## src/rtl/imem_fetch_ctrl.sv

```systemverilog
// imem_fetch_ctrl: instruction RAM loader and PC sequencer (IDLE/LOAD/RUN/HALT); IFETCH_PERF_CNT_EN adds cycle_cnt/stall_cnt
module imem_fetch_ctrl #(
  parameter int          DEPTH    = 64,
  parameter logic [31:0] RESET_PC = 32'h0
) (
  input  logic                     clk,
  input  logic                     reset_n,
  input  logic                     start,
  input  logic                     load_valid,
  output logic                     load_ready,
  input  logic [31:0]              load_data,
  input  logic                     load_last,
  output logic                     imem_we,
  output logic [$clog2(DEPTH)-1:0] imem_waddr,
  output logic [31:0]              imem_wdata,
  input  logic                     stall,
  input  logic                     br_taken,
  input  logic [31:0]              br_target,
  output logic [31:0]              pc,
  output logic                     fetch_valid,
  output logic                     halted,
  output logic [1:0]               fault
`ifdef IFETCH_PERF_CNT_EN
  ,output logic [31:0]             cycle_cnt
  ,output logic [31:0]             stall_cnt
`endif
);
  localparam int AW = $clog2(DEPTH);
  localparam logic [31:0] LIMIT = 32'(DEPTH * 4);
  typedef enum logic [1:0] {IDLE, LOAD, RUN, HALT} state_t;
  state_t state;
  logic [AW-1:0] ptr;
  logic [31:0] nxt_pc;
  logic hs;
  assign load_ready  = state == LOAD;
  assign fetch_valid = state == RUN;
  assign halted      = state == HALT;
  assign hs          = load_valid && load_ready;
  assign imem_we     = hs;
  assign imem_waddr  = ptr;
  assign imem_wdata  = load_data;
  assign nxt_pc      = br_taken ? br_target : stall ? pc : pc + 32'd4;
  always_ff @(posedge clk) begin
    if (!reset_n) begin
      state <= IDLE;
      pc    <= RESET_PC;
      ptr   <= '0;
      fault <= '0;
    end else begin
      case (state)
        IDLE: begin
          if (load_valid) begin
            state <= LOAD;
            ptr   <= '0;
          end else if (start) begin
            state <= RUN;
            pc    <= RESET_PC;
          end
        end
        LOAD: begin
          if (hs) begin
            ptr <= ptr + 1'b1;
            if (load_last) state <= IDLE;
            else if (ptr == AW'(DEPTH - 1)) begin
              state <= HALT;
              fault <= 2'd3;
            end
          end
        end
        RUN: begin
          if (br_taken && |br_target[1:0]) begin
            state <= HALT;
            fault <= 2'd1;
          end else if (nxt_pc >= LIMIT) begin
            state <= HALT;
            fault <= 2'd2;
          end else pc <= nxt_pc;
        end
        default: ;
      endcase
    end
  end
`ifdef IFETCH_PERF_CNT_EN
  always_ff @(posedge clk) begin
    if (!reset_n) begin
      cycle_cnt <= '0;
      stall_cnt <= '0;
    end else if (state == RUN) begin
      if (~&cycle_cnt) cycle_cnt <= cycle_cnt + 32'd1;
      if (stall && !br_taken && ~&stall_cnt) stall_cnt <= stall_cnt + 32'd1;
    end
  end
`else
`endif
endmodule

```

## config.mk

```make
export PLATFORM = sky130hd
export DESIGN_NAME = imem_fetch_ctrl
export DESIGN_NICKNAME = d
export VERILOG_FILES = /design/src/rtl/imem_fetch_ctrl.sv
export SDC_FILE = /design/constraint.sdc
export NUM_CORES = 1
export LEC_CHECK = 0
export BUFFER_PORTS_ARGS = -buffer_cell sky130_fd_sc_hd__buf_4
export CAP_MARGIN = 0
export CORE_MARGIN = 2
export CORE_UTILIZATION = 46
export DETAILED_ROUTE_END_ITERATION = 10
export GPL_ROUTABILITY_DRIVEN = 0
export PLACE_DENSITY = 0.82
export SYNTH_ARGS = -nofsm -noshare
export SYNTH_HDL_FRONTEND = slang
export SYNTH_SLANG_ARGS = --single-unit
```

## constraint.sdc

```tcl
create_clock -name clk -period 4.1 [get_ports clk]
set_input_delay 0 -clock clk [delete_from_list [all_inputs] [get_ports clk]]
set_output_delay 0 -clock clk [all_outputs]
set_load 0.005 [all_outputs]
```

Word-level counts from Yosys, hierarchy flattened
Index checks and enable logic that the tools add are counted.
{ "totals": {"mem_bits_rw": 0, "input_bits": 71, "n_memories": 0, "word_cells": 57, "latchBits": 0, "regBits": 42, "mem_bits_ro": 0} }
{ "op_classes": {"order_cmp": 1, "shifts": 0, "addsub": 2, "div_mod_pow": 0, "mux": 23, "n_reduce_logical": 12, "mul": 0, "bitwise": 0, "eq_ne": 15} }
{ "ops": {"columns": ["operator", "n"], "rows": [
  ["32-bit two-way mux", 6],
  ["32-bit case mux with 2 select lines", 1],
  ["32-bit by 3-bit adder with 32-bit output, second input constant", 1],
  ["32-bit by 9-bit >= comparator with 1-bit output, second input constant", 1],
  ["2-bit two-way mux", 11],
  ["5-bit AND reduction", 3],
  ["6-bit two-way mux", 2],
  ["2-bit inequality test, second input constant", 6],
  ["6-bit case mux with 2 select lines", 1],
  ["6-bit by 1-bit adder with 6-bit output, second input constant", 1],
  ["6-bit == test, second input constant", 1],
  ["3-bit by 1-bit inequality test with 1-bit output, second input constant", 2],
  ["2-bit case mux with 3 select lines", 1],
  ["2-bit nonzero test", 3],
  ["2-bit == test, second input constant", 2],
  ["2-bit by 1-bit inequality test with 1-bit output, second input constant", 2],
  ["2-bit case mux with 2 select lines", 1],
  ["3-bit inequality test, second input constant", 1],
  ["3-bit AND reduction", 1],
  ["3-bit nonzero test", 1],
  ["2-bit by 1-bit == test with 1-bit output, second input constant", 1],
  ["1-bit logical AND", 2],
  ["2-bit logical NOT", 1],
  ["2-bit OR reduction", 1]
]} }

Logic depth before layout (Yosys ltp)
{ "depth": {"ltp_word": 7, "mapped_depth": 11, "depth_no_buf": 9} }

Worst setup path after synthesis
OpenSTA, ideal clock, no wires.
{ "synth_path": {"path_type": "register to register", "from": "reg pc[2]", "to": "reg pc[3]", "path_slack_ns": 0.808, "arrival_time_ns": 3.175, "path_stages_with_launch": 12, "n_path_buf": 2, "synth_period_minus_slack_ns": 3.292, "path_cell_list": "dfxtp_1 -> ha_1 -> nand4b_2 -> or4_1 -> buf_2 -> or4_4 -> a2111oi_4 -> a41oi_2 -> nor3_4 -> o22ai_1 -> buf_6 -> a22o_1"} }
{ "synth_via": {"elab_chain_cells": 6} }
{ "synth_rtl": {"columns": ["element", "line", "rtl"], "rows": [
  ["start: declaration", "19", "output logic [31:0] pc,"],
  ["start signal: assignment", "77", "end else pc <= nxt_pc;"],
  ["32-bit by 3-bit adder with 32-bit output", "42", "assign nxt_pc = br_taken ? br_target : stall ? pc : pc + 32'd4;"],
  ["32-bit two-way mux * (2 in a row)", "42", null],
  ["32-bit by 9-bit >= comparator with 1-bit output / 32-bit two-way mux (equally long branches)", "74", "end else if (nxt_pc >= LIMIT) begin"],
  ["2-bit inequality test (no source line) / 32-bit two-way mux (equally long branches)", null, null],
  ["5-bit AND reduction (no source line) / 32-bit case mux with 2 select lines (equally long branches)", null, null]
]} }
Every way passes the cells marked *; elsewhere a longest branch is shown, timed or not. The select of a mux whose other input is x is not followed.
A chain may end at the register's enable or synchronous reset.

Worst setup path after layout
{ "layout_path": {"from": "reg pc[2]", "to": "reg pc[23]"} }
Same word-level chain as after synthesis.

==> out/metrics.yaml <==
syn_avg_cell_area_um2: 8.30
via_per_inst: 5.91
synth_seq_cells: 42
cp_slowest_stage_delay_ps: 690
cts_tree: "yes"
crit_arrival_ps: 4070
synth_top_area_share_pct: 30.2
yosysWarnings: 0
grt_max_degree: 21
setup_viol: 0
crit_fanout: 17
cts_sinks: 42
maxCapViolations: 0
area_growth_pct: 18.4
drv_slew: 0
grt_pass1_vias: 2485
skew_ps: 6.82
path_class: "reg2reg"
gr-total-overflow: 0
initial_utilization_pct: 47.2
startpoint: "pc[2]"
wl_met1_mm: 3.08
vias: 2696
slew_headroom_pct: 31.0
max-clock-path-buffers: 2
die_w_um: 81.7
rrSetupSlack_ps: 220
netlist-cell-type-count: 57
nets: 457
cts_resized: 0
io_buffers: 82
cts-root-buf: "clkbuf_8"
drt_iter0_drc: 288
worst_slew_pin_slew_ps: 1030
cp_slowest_cell: "or4_1"
finalWorstPathRequiredPeriod_ps: 3880
ir_drop_uv: 292
multi_input_area_um2: 1590
diodes: 0
yosysTopAreaCell: "dfxtp_1"
dpl.hpwl_mm: 5.50
synth_flop_cell: "dfxtp_1"
coreArea_um2: 5890
grt_pass1_wl_mm: 11.6
cp.required_ps: 4290
async_reset_ff_share_pct: 0
fin_setup_tns_ps: 0
fp.dieH_um: 81.7
routed_wl_mm: 7.22
p_total_mw: 1.04
synth_edf_count: 0
yosysSeqAreaShare_pct: 30.2
final_common_cell: "buf_4"
antenna_left: 0
top_layer_used: "met4"
drcViolationCount: 0
cts.clk_slew.worst_paths_ps: 80
p_per_area_nw_per_um2: 316
regArea_um2: 841
grt_setup_unrepaired: "no"
pin_count: 147
fp.dieArea_um2: 6680
syn_area_um2: 2780
fillers: 543
netlist_top_cells_area: "dfxtp_1, buf_4, and2_1"
grt.total_usage_pct: 22.0
drive_gt1_share_pct: 26.8
endpoint_kind: "flop"
numCtsBuffers: 5
grt_antenna_before_repair: 0
fmax_ghz: 0.258
htreeDepth: 2
hold_viol: 0
path_cells: "ha_1, nand4b_2, or4_1, or4_4, a2111oi_4, a41oi_2, nor3_4, o22ai_1, buf_4, and2_1"
min_path_type: "in2out"
holdBufCountCts: 0
wl_met3_um: 639
final.period_utilization_pct: 94.6
synth_nets: 412
wl_per_cell_um: 15.8
worstReg2RegStart: "pc[2]"
post_cts_buffers: 0
postSynthCellCount: 335
routed-wl-met2_mm: 3.39
drtPass1Iterations: 6
outcome: "finished, final reports clean"
hp-start: "load_data[12]"
clock_latency_ps: 300
final_cell_mix: "buf_4, dfxtp_1, and2_1"
p_leak_nw: 1.35
core.rowCount: 28
cp-start-kind: "flop"
cells in the mapped netlist, types with 3 or more instances:
library cell	instances
o21ai_0	9
a21boi_0	6
a22oi_1	5
nor4_1	15
ha_1	6
mux2i_1	7
a21oi_1	12
o31a_1	4
clkbuf_1	10
buf_2	3
or4_1	3
nor2_1	13
dfxtp_1	42
o31ai_1	5
buf_4	32
or2_2	3
xnor2_1	6
nand3_1	15
inv_1	11
a21o_1	6
and2_1	26
and3_1	5
nand2_1	20
nor3_1	13
nand4_1	14
per-stage QoR:
step / hold WS [ps] / instance area, um2 / setup slack (ps) / instances / utilization, %
after detailed placement: 0.0346 / 3200 / 241 / 448 / 54.4
after global routing: 0.00946 / 3290 / 9.87 / 456 / 55.9
final: 0.00201 / 3290 / 223 / 456 / 55.9
after floorplan: 80.8 / 2780 / 808 / 335 / -
after CTS: 0.0346 / 3290 / 224 / 456 / 55.9
after global placement: 0.0346 / 3200 / 412 / 448 / 54.4
layer usage:
metal | global-route usage (%) | vias to the layer above
li1 | - | 1291
met1 | 29.6 | 1266
met2 | 33.6 | 126
met3 | 5.38 | 13
met4 | 9.50 | 0
met5 | 0 | -
critical path: cells and delay by family (launching register included):
kind                     cells  cell delay (ps)
AO/OA/AOI/OAI                3              970
adder cells (fa/ha/maj)      1              240
buffers and inverters        1              320
flip-flops                   1              450
AND/OR/NAND/NOR              5             1780
layout make-up:
| class | count | share of cell area [%] |
|---|---|---|
| repair buffers | 84 | 19.2 |
| clock buffers | 7 | 2.62 |
| clock inverters | 1 | 0.152 |
| inverters | 12 | 1.37 |
| multi-input cells | 235 | 48.3 |
| well taps | 75 | 2.85 |
| flip-flops and latches | 42 | 25.5 |
sequential cells by signal, indices dropped and copies added, names as in the netlist:
name,cells
state,2
imem_waddr,6
fault,2
pc,32
cell families after synthesis:
kind of cell / share of synthesized area (%)
XOR/XNOR: 2.52
adder cells (fa/ha/maj): 2.70
buffers and inverters: 12.6
flip-flops: 30.2
AND/OR/NAND/NOR: 30.6
AO/OA/AOI/OAI: 18.5
multiplexers: 2.93
path summary, 6_finish.rpt:
| check | endpoint | cells after the start |
|---|---|---|
| setup reg to reg | pc[23] | 10 |
| setup / recovery | pc[23] | 10 |
| hold reg to reg | pc[1] | 1 |
| hold / removal | imem_wdata[12] | 0 |
report_power, final:
| group | leakage, nW | internal (mW) | total [mW] | switching, mW |
|---|---|---|---|---|
| combinational | 0.959 | 0.139 | 0.315 | 0.176 |
| clock | 0.0482 | 0.136 | 0.279 | 0.143 |
| sequential | 0.339 | 0.429 | 0.448 | 0.0187 |
| total | 1.35 | 0.704 | 1.04 | 0.337 |
(Power assumes the default switching activity.)
